`src/rtl/seq_divider_pkg.sv`:
```
`default_nettype none
// ============================================================================
//  Module      : seq_divider_pkg
//  Description : Shared types and constants for the sequential divider.
//  Revision    : 1.0 - initial release
// ============================================================================
package seq_divider_pkg;

    // Default operand/result width of the divider
    localparam int DIV_WIDTH = 32;

    // Iteration counter must be able to hold the value WIDTH
    function automatic int cnt_width(input int w);
        return $clog2(w) + 1;
    endfunction

    localparam int CNT_WIDTH = cnt_width(DIV_WIDTH);

    // Divider control states
    typedef enum logic [1:0] {
        ST_IDLE = 2'd0,
        ST_BUSY = 2'd1,
        ST_DONE = 2'd2
    } state_t;

endpackage : seq_divider_pkg
`default_nettype wire

```
`src/rtl/seq_divider_if.sv`:
```
`default_nettype none
// ============================================================================
//  Module      : seq_divider_if
//  Description : en/complete request interface between the HI/LO unit
//                (master) and the sequential divider (slave).
//  Revision    : 1.0 - initial release
// ============================================================================
interface seq_divider_if
    import seq_divider_pkg::*;
#(
    parameter int WIDTH = DIV_WIDTH
);
    logic             en;
    logic             is_signed;
    logic [WIDTH-1:0] dividend;
    logic [WIDTH-1:0] divisor;
    logic [WIDTH-1:0] quotient;
    logic [WIDTH-1:0] remainder;
    logic             complete;

    // Requester side
    modport master (
        output en, is_signed, dividend, divisor,
        input  quotient, remainder, complete
    );

    // Divider side
    modport slave (
        input  en, is_signed, dividend, divisor,
        output quotient, remainder, complete
    );
endinterface : seq_divider_if
`default_nettype wire

```
`src/rtl/seq_divider_div_step.sv`:
```
`default_nettype none
// ============================================================================
//  Module      : seq_divider_div_step
//  Description : One radix-2 restoring division step (combinational).
//  Revision    : 1.0 - initial release
// ============================================================================
module seq_divider_div_step
    import seq_divider_pkg::*;
#(
    parameter int WIDTH = DIV_WIDTH
) (
    input  wire logic [WIDTH-1:0] partial_rem,
    input  wire logic             dividend_bit,
    input  wire logic [WIDTH-1:0] divisor_mag,
    output logic      [WIDTH-1:0] rem_out,
    output logic                  q_bit
);
    // One extra bit so the shifted remainder never overflows
    logic [WIDTH:0] shifted;
    logic [WIDTH:0] trial;

    // Shift in the next dividend bit, trial-subtract, restore on borrow.
    // With a nonzero divisor the remainder stays below the divisor, so the
    // MSB of the trial is a clean borrow flag. With a zero divisor both
    // branches produce the same low bits, so the remainder simply
    // accumulates the dividend.
    always_comb begin
        shifted = {partial_rem, dividend_bit};
        trial   = shifted - {1'b0, divisor_mag};
        q_bit   = ~trial[WIDTH];
        rem_out = q_bit ? trial[WIDTH-1:0] : shifted[WIDTH-1:0];
    end
endmodule : seq_divider_div_step
`default_nettype wire

```
`src/rtl/seq_divider.sv`:
```
`default_nettype none
// ============================================================================
//  Module      : seq_divider
//  Description : Multi-cycle radix-2 restoring signed/unsigned divider with
//                en/complete handshake. WIDTH iterations per divide; complete
//                pulses for one cycle with quotient/remainder valid.
//  Revision    : 1.0 - initial release
// ============================================================================
module seq_divider
    import seq_divider_pkg::*;
#(
    parameter int WIDTH = DIV_WIDTH
) (
    input  wire logic clk,
    input  wire logic reset,
    seq_divider_if.slave bus
);
    localparam int CNT_W = cnt_width(WIDTH);
    localparam logic [CNT_W-1:0] LAST_STEP = CNT_W'(WIDTH - 1);

    state_t           state;
    logic [CNT_W-1:0] counter;
    logic [WIDTH-1:0] dividend_reg;   // dividend magnitude, shifts into quotient
    logic [WIDTH-1:0] divisor_mag;
    logic [WIDTH-1:0] partial_rem;
    logic             signed_reg;
    logic             sign_dividend;
    logic             sign_divisor;
    logic             div_zero;
    logic [WIDTH-1:0] quotient_reg;
    logic [WIDTH-1:0] remainder_reg;

    logic [WIDTH-1:0] dividend_abs;
    logic [WIDTH-1:0] divisor_abs;
    logic [WIDTH-1:0] step_rem;
    logic             step_q;
    logic [WIDTH-1:0] q_mag;
    logic [WIDTH-1:0] q_fixed;
    logic [WIDTH-1:0] r_fixed;

    seq_divider_div_step #(
        .WIDTH (WIDTH)
    ) u_step (
        .partial_rem  (partial_rem),
        .dividend_bit (dividend_reg[WIDTH-1]),
        .divisor_mag  (divisor_mag),
        .rem_out      (step_rem),
        .q_bit        (step_q)
    );

    // Operand magnitudes at start, and sign-fixed results of the final step.
    // A zero divisor forces an all-ones quotient; its remainder path already
    // yields |dividend|, and the dividend-sign negation restores the original
    // bit pattern. The most-negative / -1 case wraps to itself naturally.
    always_comb begin
        dividend_abs = (bus.is_signed && bus.dividend[WIDTH-1]) ? -bus.dividend : bus.dividend;
        divisor_abs  = (bus.is_signed && bus.divisor[WIDTH-1])  ? -bus.divisor  : bus.divisor;
        q_mag        = {dividend_reg[WIDTH-2:0], step_q};
        if (div_zero) begin
            q_fixed = '1;
        end else if (signed_reg && (sign_dividend != sign_divisor)) begin
            q_fixed = -q_mag;
        end else begin
            q_fixed = q_mag;
        end
        r_fixed = (signed_reg && sign_dividend) ? -step_rem : step_rem;
    end

    // Control FSM, iteration datapath and result registers
    always_ff @(posedge clk or posedge reset) begin
        if (reset) begin
            state         <= ST_IDLE;
            counter       <= '0;
            dividend_reg  <= '0;
            divisor_mag   <= '0;
            partial_rem   <= '0;
            signed_reg    <= 1'b0;
            sign_dividend <= 1'b0;
            sign_divisor  <= 1'b0;
            div_zero      <= 1'b0;
            quotient_reg  <= '0;
            remainder_reg <= '0;
        end else begin
            case (state)
                ST_IDLE: begin
                    if (bus.en) begin
                        dividend_reg  <= dividend_abs;
                        divisor_mag   <= divisor_abs;
                        signed_reg    <= bus.is_signed;
                        sign_dividend <= bus.dividend[WIDTH-1];
                        sign_divisor  <= bus.divisor[WIDTH-1];
                        div_zero      <= (bus.divisor == '0);
                        partial_rem   <= '0;
                        counter       <= '0;
                        state         <= ST_BUSY;
                    end
                end
                ST_BUSY: begin
                    if (!bus.en) begin
                        state <= ST_IDLE;
                    end else begin
                        partial_rem  <= step_rem;
                        dividend_reg <= q_mag;
                        counter      <= counter + CNT_W'(1);
                        if (counter == LAST_STEP) begin
                            quotient_reg  <= q_fixed;
                            remainder_reg <= r_fixed;
                            state         <= ST_DONE;
                        end
                    end
                end
                ST_DONE: begin
                    state <= ST_IDLE;
                end
                default: begin
                    state <= ST_IDLE;
                end
            endcase
        end
    end

    assign bus.quotient  = quotient_reg;
    assign bus.remainder = remainder_reg;
    assign bus.complete  = (state == ST_DONE);

endmodule : seq_divider
`default_nettype wire

```
`src/flat_wrapper.sv`:
```
// flat-port wrapper written by rule: the top's interface ports become plain ports
module seq_divider_flat import seq_divider_pkg::*;
#(
    parameter int WIDTH = DIV_WIDTH
)
  (clk, reset, bus_en, bus_is_signed, bus_dividend, bus_divisor, bus_quotient, bus_remainder, bus_complete);
  seq_divider_if #(.WIDTH(WIDTH)) bus_i ();
  input  wire logic clk;
  input  wire logic reset;
  input wire logic [$bits(bus_i.en)-1:0] bus_en;
  input wire logic [$bits(bus_i.is_signed)-1:0] bus_is_signed;
  input wire logic [$bits(bus_i.dividend)-1:0] bus_dividend;
  input wire logic [$bits(bus_i.divisor)-1:0] bus_divisor;
  output wire logic [$bits(bus_i.quotient)-1:0] bus_quotient;
  output wire logic [$bits(bus_i.remainder)-1:0] bus_remainder;
  output wire logic [$bits(bus_i.complete)-1:0] bus_complete;
  assign bus_i.en = bus_en;
  assign bus_i.is_signed = bus_is_signed;
  assign bus_i.dividend = bus_dividend;
  assign bus_i.divisor = bus_divisor;
  assign bus_quotient = bus_i.quotient;
  assign bus_remainder = bus_i.remainder;
  assign bus_complete = bus_i.complete;
  seq_divider #(.WIDTH(WIDTH)) u_core (.clk(clk), .reset(reset), .bus(bus_i));
endmodule
```
`config.mk`:
```
export PLATFORM = sky130hd
export DESIGN_NAME = seq_divider_flat
export DESIGN_NICKNAME = d
export VERILOG_FILES = /design/src/rtl/seq_divider_pkg.sv /design/src/rtl/seq_divider_if.sv /design/src/rtl/seq_divider_div_step.sv /design/src/rtl/seq_divider.sv /design/src/flat_wrapper.sv
export SDC_FILE = /design/constraint.sdc
export NUM_CORES = 1
export LEC_CHECK = 0
export ABC_AREA = 1
export CAP_MARGIN = 20
export CORE_MARGIN = 3
export CORE_UTILIZATION = 63
export DETAILED_ROUTE_END_ITERATION = 8
export GPL_ROUTABILITY_DRIVEN = 0
export GPL_TIMING_DRIVEN = 1
export MAX_ROUTING_LAYER = met4
export PLACE_DENSITY = 0.87
export SYNTH_ARGS = -nofsm -noshare
export SYNTH_HDL_FRONTEND = slang
export SYNTH_SLANG_ARGS = --single-unit
```
`constraint.sdc`:
```
create_clock -name clk -period 11 [get_ports clk]
set_input_delay 1.65 -clock clk [delete_from_list [all_inputs] [get_ports clk]]
set_output_delay 1.65 -clock clk [all_outputs]
set_load 0.05 [all_outputs]
```
==> metrics.md <==
| Metric | Value |
|---|---|
| Depth of the CTS H-tree | 4 |
| Post-CTS sizing | 0 |
| Post-Syn Nets | 2,183 |
| Chain of cells forming the critical path | inv_2 > nor2_1 > inv_1 > nor2_1 > inv_2 > nor2_4 > buf_4 > inv_1 > buf_4 > nor2_2 > inv_1 > a21oi_1 > o21ai_0 > o21ai_1 > inv_1 |
| Critical-path top delay cell | dfrtp_1 |
| Power density relative to cell area | 244.2 nW/µm² |
| Sort of element at the start of the critical path | flop |
| Number of synthesized register bits | 172 |
| Worst-path fanout max | 58 |
| Post-Synthesis Mean Instance Area | 6.416 µm² |
| Tmin final | about 5.8 ns |
| Number of distinct library cells after synthesis | 47 |
| Vias after detailed routing | 14,590 |
| Die Footprint | 22,930 µm² |
| Reg2reg path depth | 15 |
| Warnings from Yosys | 0 |
| Post-Syn Instances | 2,077 |
| Share of the cycle needed by the critical path after routing | 52.40% |
| Layout cell share with drive strength beyond 1 | under 10% |
| P_sw | 2.031 mW |
| Met3 routed wirelength | 4017 µm |
| CP Depth | 15 |
| Initial antenna violation count | 0 |
| Worst hold stages | 2 |
| Remaining global-route overflow | 0 |
| Sequential fraction of design power | 21.7% |
| Number of global-route vias before repair | between 10,000 and 15,000 |
| Setup CP Type | reg -> reg |
| Area of the core | 20,490 µm² |
| Commonest non-fill, non-tap cell in the layout | nand2_1 |
| Data arrival time at the worst-slack endpoint | 6.09 ns |
| Final net count | 2,282 |
| Most frequent cells in the layout | nand2_1, inv_1, nor2_1 |
| Residual antenna-violating net count after detailed routing | 0 |
| Number of sinks handled by clock tree synthesis | 172 |
| RSZ-0062 raised after global routing | no |
| Per-cell routed wire length | between 15 and 20 µm |
| Max VDD drop | 0.0001822 V |
| Class of the tightest hold or removal check | reg -> reg |
| Switching Share | 54.06% |
| First drt pass iteration count | 8 |
| Top-level port count | 133 |
| Netlist area before placement | 13,330 µm² |
| Number of buffer and inverter instances along the worst setup path | 8 |
| Normalized max-slew margin | 25.63% |
| Setup TNS | 0 ns |
| Result of the run | finished, final reports clean |
| DRC violation count after routing | 0 |
| Critical path's top delay family | buffers and inverters |
| Port Buffers | 132 |
| Highest routed layer | met4 |
| Sum of net half-perimeters after detailed placement | 31,300 µm |
| Number of enable-type register cells in the synthesized netlist | 0 |
| Category of the worst setup path capture point | flop |
| Initial core utilization | 65.02% |
| Crit path top cell by count | inv_1 |
| Multi-input logic area | 7537 µm² |
| P_int | 1.726 mW |
| Fillers | around 1,700 |
| Endpoints failing setup | 0 |
| Wire length on met2 | 19,130 µm |
| FF+latch area | around 4300 µm² |
| Comb pwr share | 62.3% |
| Number of rows in the core area | 52 |
| Cell type with the largest total area after synthesis | dfrtp_1 |
| Area share of the largest cell type after synthesis | 32.30% |
| Worst reg2reg path endpoint | u_core.bus.quotient[13] |
| Detailed-route wire length on metal 1 | roughly 16,000 µm |
| Starting DRC count in detailed routing | 1,863 |
| Source-to-sink clock delay at the later pin of the worst-skew pair | 0.45 ns |
| Maximum buffer depth of the clock tree | 2 |
| LEAKAGE | 8.012 nW |
| Slowest stage delay, CP | 0.74 ns |
| Hold Path End | u_core.bus.remainder[19] |
| Clock tree skew after final layout | 0.01664 ns |
| Ranking of synthesized cells by area | dfrtp_1, nand2_1, inv_1, nor2_1, nand3_1 |
| Share of synthesized flip-flops with an asynchronous set or reset | 100.0% |
| Power share of the clock group | approximately 16% |
| Slew at the pin with the worst max-slew slack | 1.114 ns |
| Total CTS buffers | 17 |
| Req. time, crit path | 11.33 ns |
| Largest net degree at the start of global routing | 91 |
| Mean number of vias per cell | 5.932 |
| Clock-pin transition on the worst setup and hold timing paths | 0.07 ns |
| Fraction of the yosys area taken by sequential cells | about a third |
| Antenna cell count | 0 |
| R2r startpoint | u_core.state[0] |
| Count of max-cap constraint violations | 0 |
| Hold-fix buffers at CTS | 0 |
| Start point of the worst hold path | u_core.bus.remainder[19] |
| First-pass GRT wire length | roughly 66,000 µm |
| Post-synth top flop | dfrtp_1 |
| Drt total wl | 41,460 µm |
| Count of endpoints failing hold in the final timing report | 0 |
| GRT Resource Usage Total | between 30% and 40% |
| Clock tree from TritonCTS | done |
| Max-slew violation count | 0 |
| Final Util | 75.07% |
| Maximum achievable frequency | 173.5 MHz |
| Die width | 151.4 µm |
| Post-CTS setup repair buffer count | 0 |
| Area growth from synthesis to layout | 15.46% |
| Die Height | around 150 µm |
| Register-to-Register Setup Slack | 5.24 ns |
| Clock Tree Root | clkbuf_16 |
-- routing by layer --
layer  vias up  global-route usage (%)
li1       6814                       -
met1      6632                   46.07
met2       930                   57.86
met3       211                   6.224
met4         0                   21.26
met5         -                       -
-- per-stage QoR --
stage / worst slack, ns / std cells / power (mW) / cell area [µm²] / hold slack (ns)
6_report: 5.236 / 2459 / 3.757 / 15380 / 0.4806
5_1_grt: 4.642 / 2459 / 4.039 / 15380 / 0.4945
4_1_cts: 5.503 / 2458 / 3.677 / 15360 / 0.4879
3_5_place_dp: 5.531 / 2426 / 3.059 / 14770 / 0.4689
3_3_place_gp: 5.684 / 2426 / 2.995 / 14770 / 0.4655
2_1_floorplan: 4.690 / 2077 / 2.527 / 13330 / 0.4530
-- worst max-delay path by stage --
stage / from / to / slack, ns
finish: u_core.state[0] / u_core.bus.quotient[13] / 5.24
floorplan: reset / u_core.bus.quotient[0] / 4.69
CTS: u_core.state[0] / u_core.bus.quotient[13] / 5.50
global route: u_core.state[0] / u_core.bus.quotient[13] / 4.64
detailed placement: u_core.state[0] / u_core.bus.quotient[13] / 5.53
global placement: bus_en / u_core.bus.quotient[13] / 5.68
-- Yosys cell counts (all sizes together), types with 30 or more instances --
cell and n:
dfrtp 172, a21oi 67, o21ai 143, nand3 135, ha 37, o22ai 43, xor2 55, clkbuf 42
nor2 199, inv 319, nand2 690, nor3 30
-- final cells by class --
| class | instances | area share (%) |
|---|---|---|
| Clock buffer | 18 | 2.855 |
| Tap cell | 270 | 2.196 |
| Multi-Input combinational cell | 1522 | 48.99 |
| Sequential cell | 172 | 27.98 |
| Inverter | 323 | 7.913 |
| Clock inverter | 14 | 0.9597 |
| Timing Repair Buffer | 140 | 9.109 |
-- worst reg2reg max path: stages, from the launching register on --
cell     delay, ns
dfrtp_1       0.74
inv_2         0.29
nor2_1        0.69
inv_1         0.60
nor2_1        0.42
inv_2         0.36
nor2_4        0.16
buf_4         0.53
inv_1         0.14
buf_4         0.27
nor2_2        0.59
inv_1         0.43
a21oi_1       0.22
o21ai_0       0.10
o21ai_1       0.09
inv_1         0.05
-- cells by family (layout without fill, tap and decap cells) --
family	after synthesis	count (layout)	share of synthesized area (%)
compound gates	300	300	12.84
xor+xnor	72	72	4.732
fa+ha+maj	38	38	3.624
buf+inv	383	495	11.27
flops	172	172	32.30
simple gates	1112	1112	35.24
-- power by group through the flow --
stage                     combinational [mW]  sequential [mW]  clock, mW
after detailed placement                2.24            0.821          0
after global placement                  2.18            0.818          0
after global routing                    2.59            0.820      0.630
after CTS                               2.26            0.810      0.605
final                                   2.34            0.816      0.601
after floorplan                         1.72            0.811          0
No activity file was read; power rests on OpenSTA's default activity.
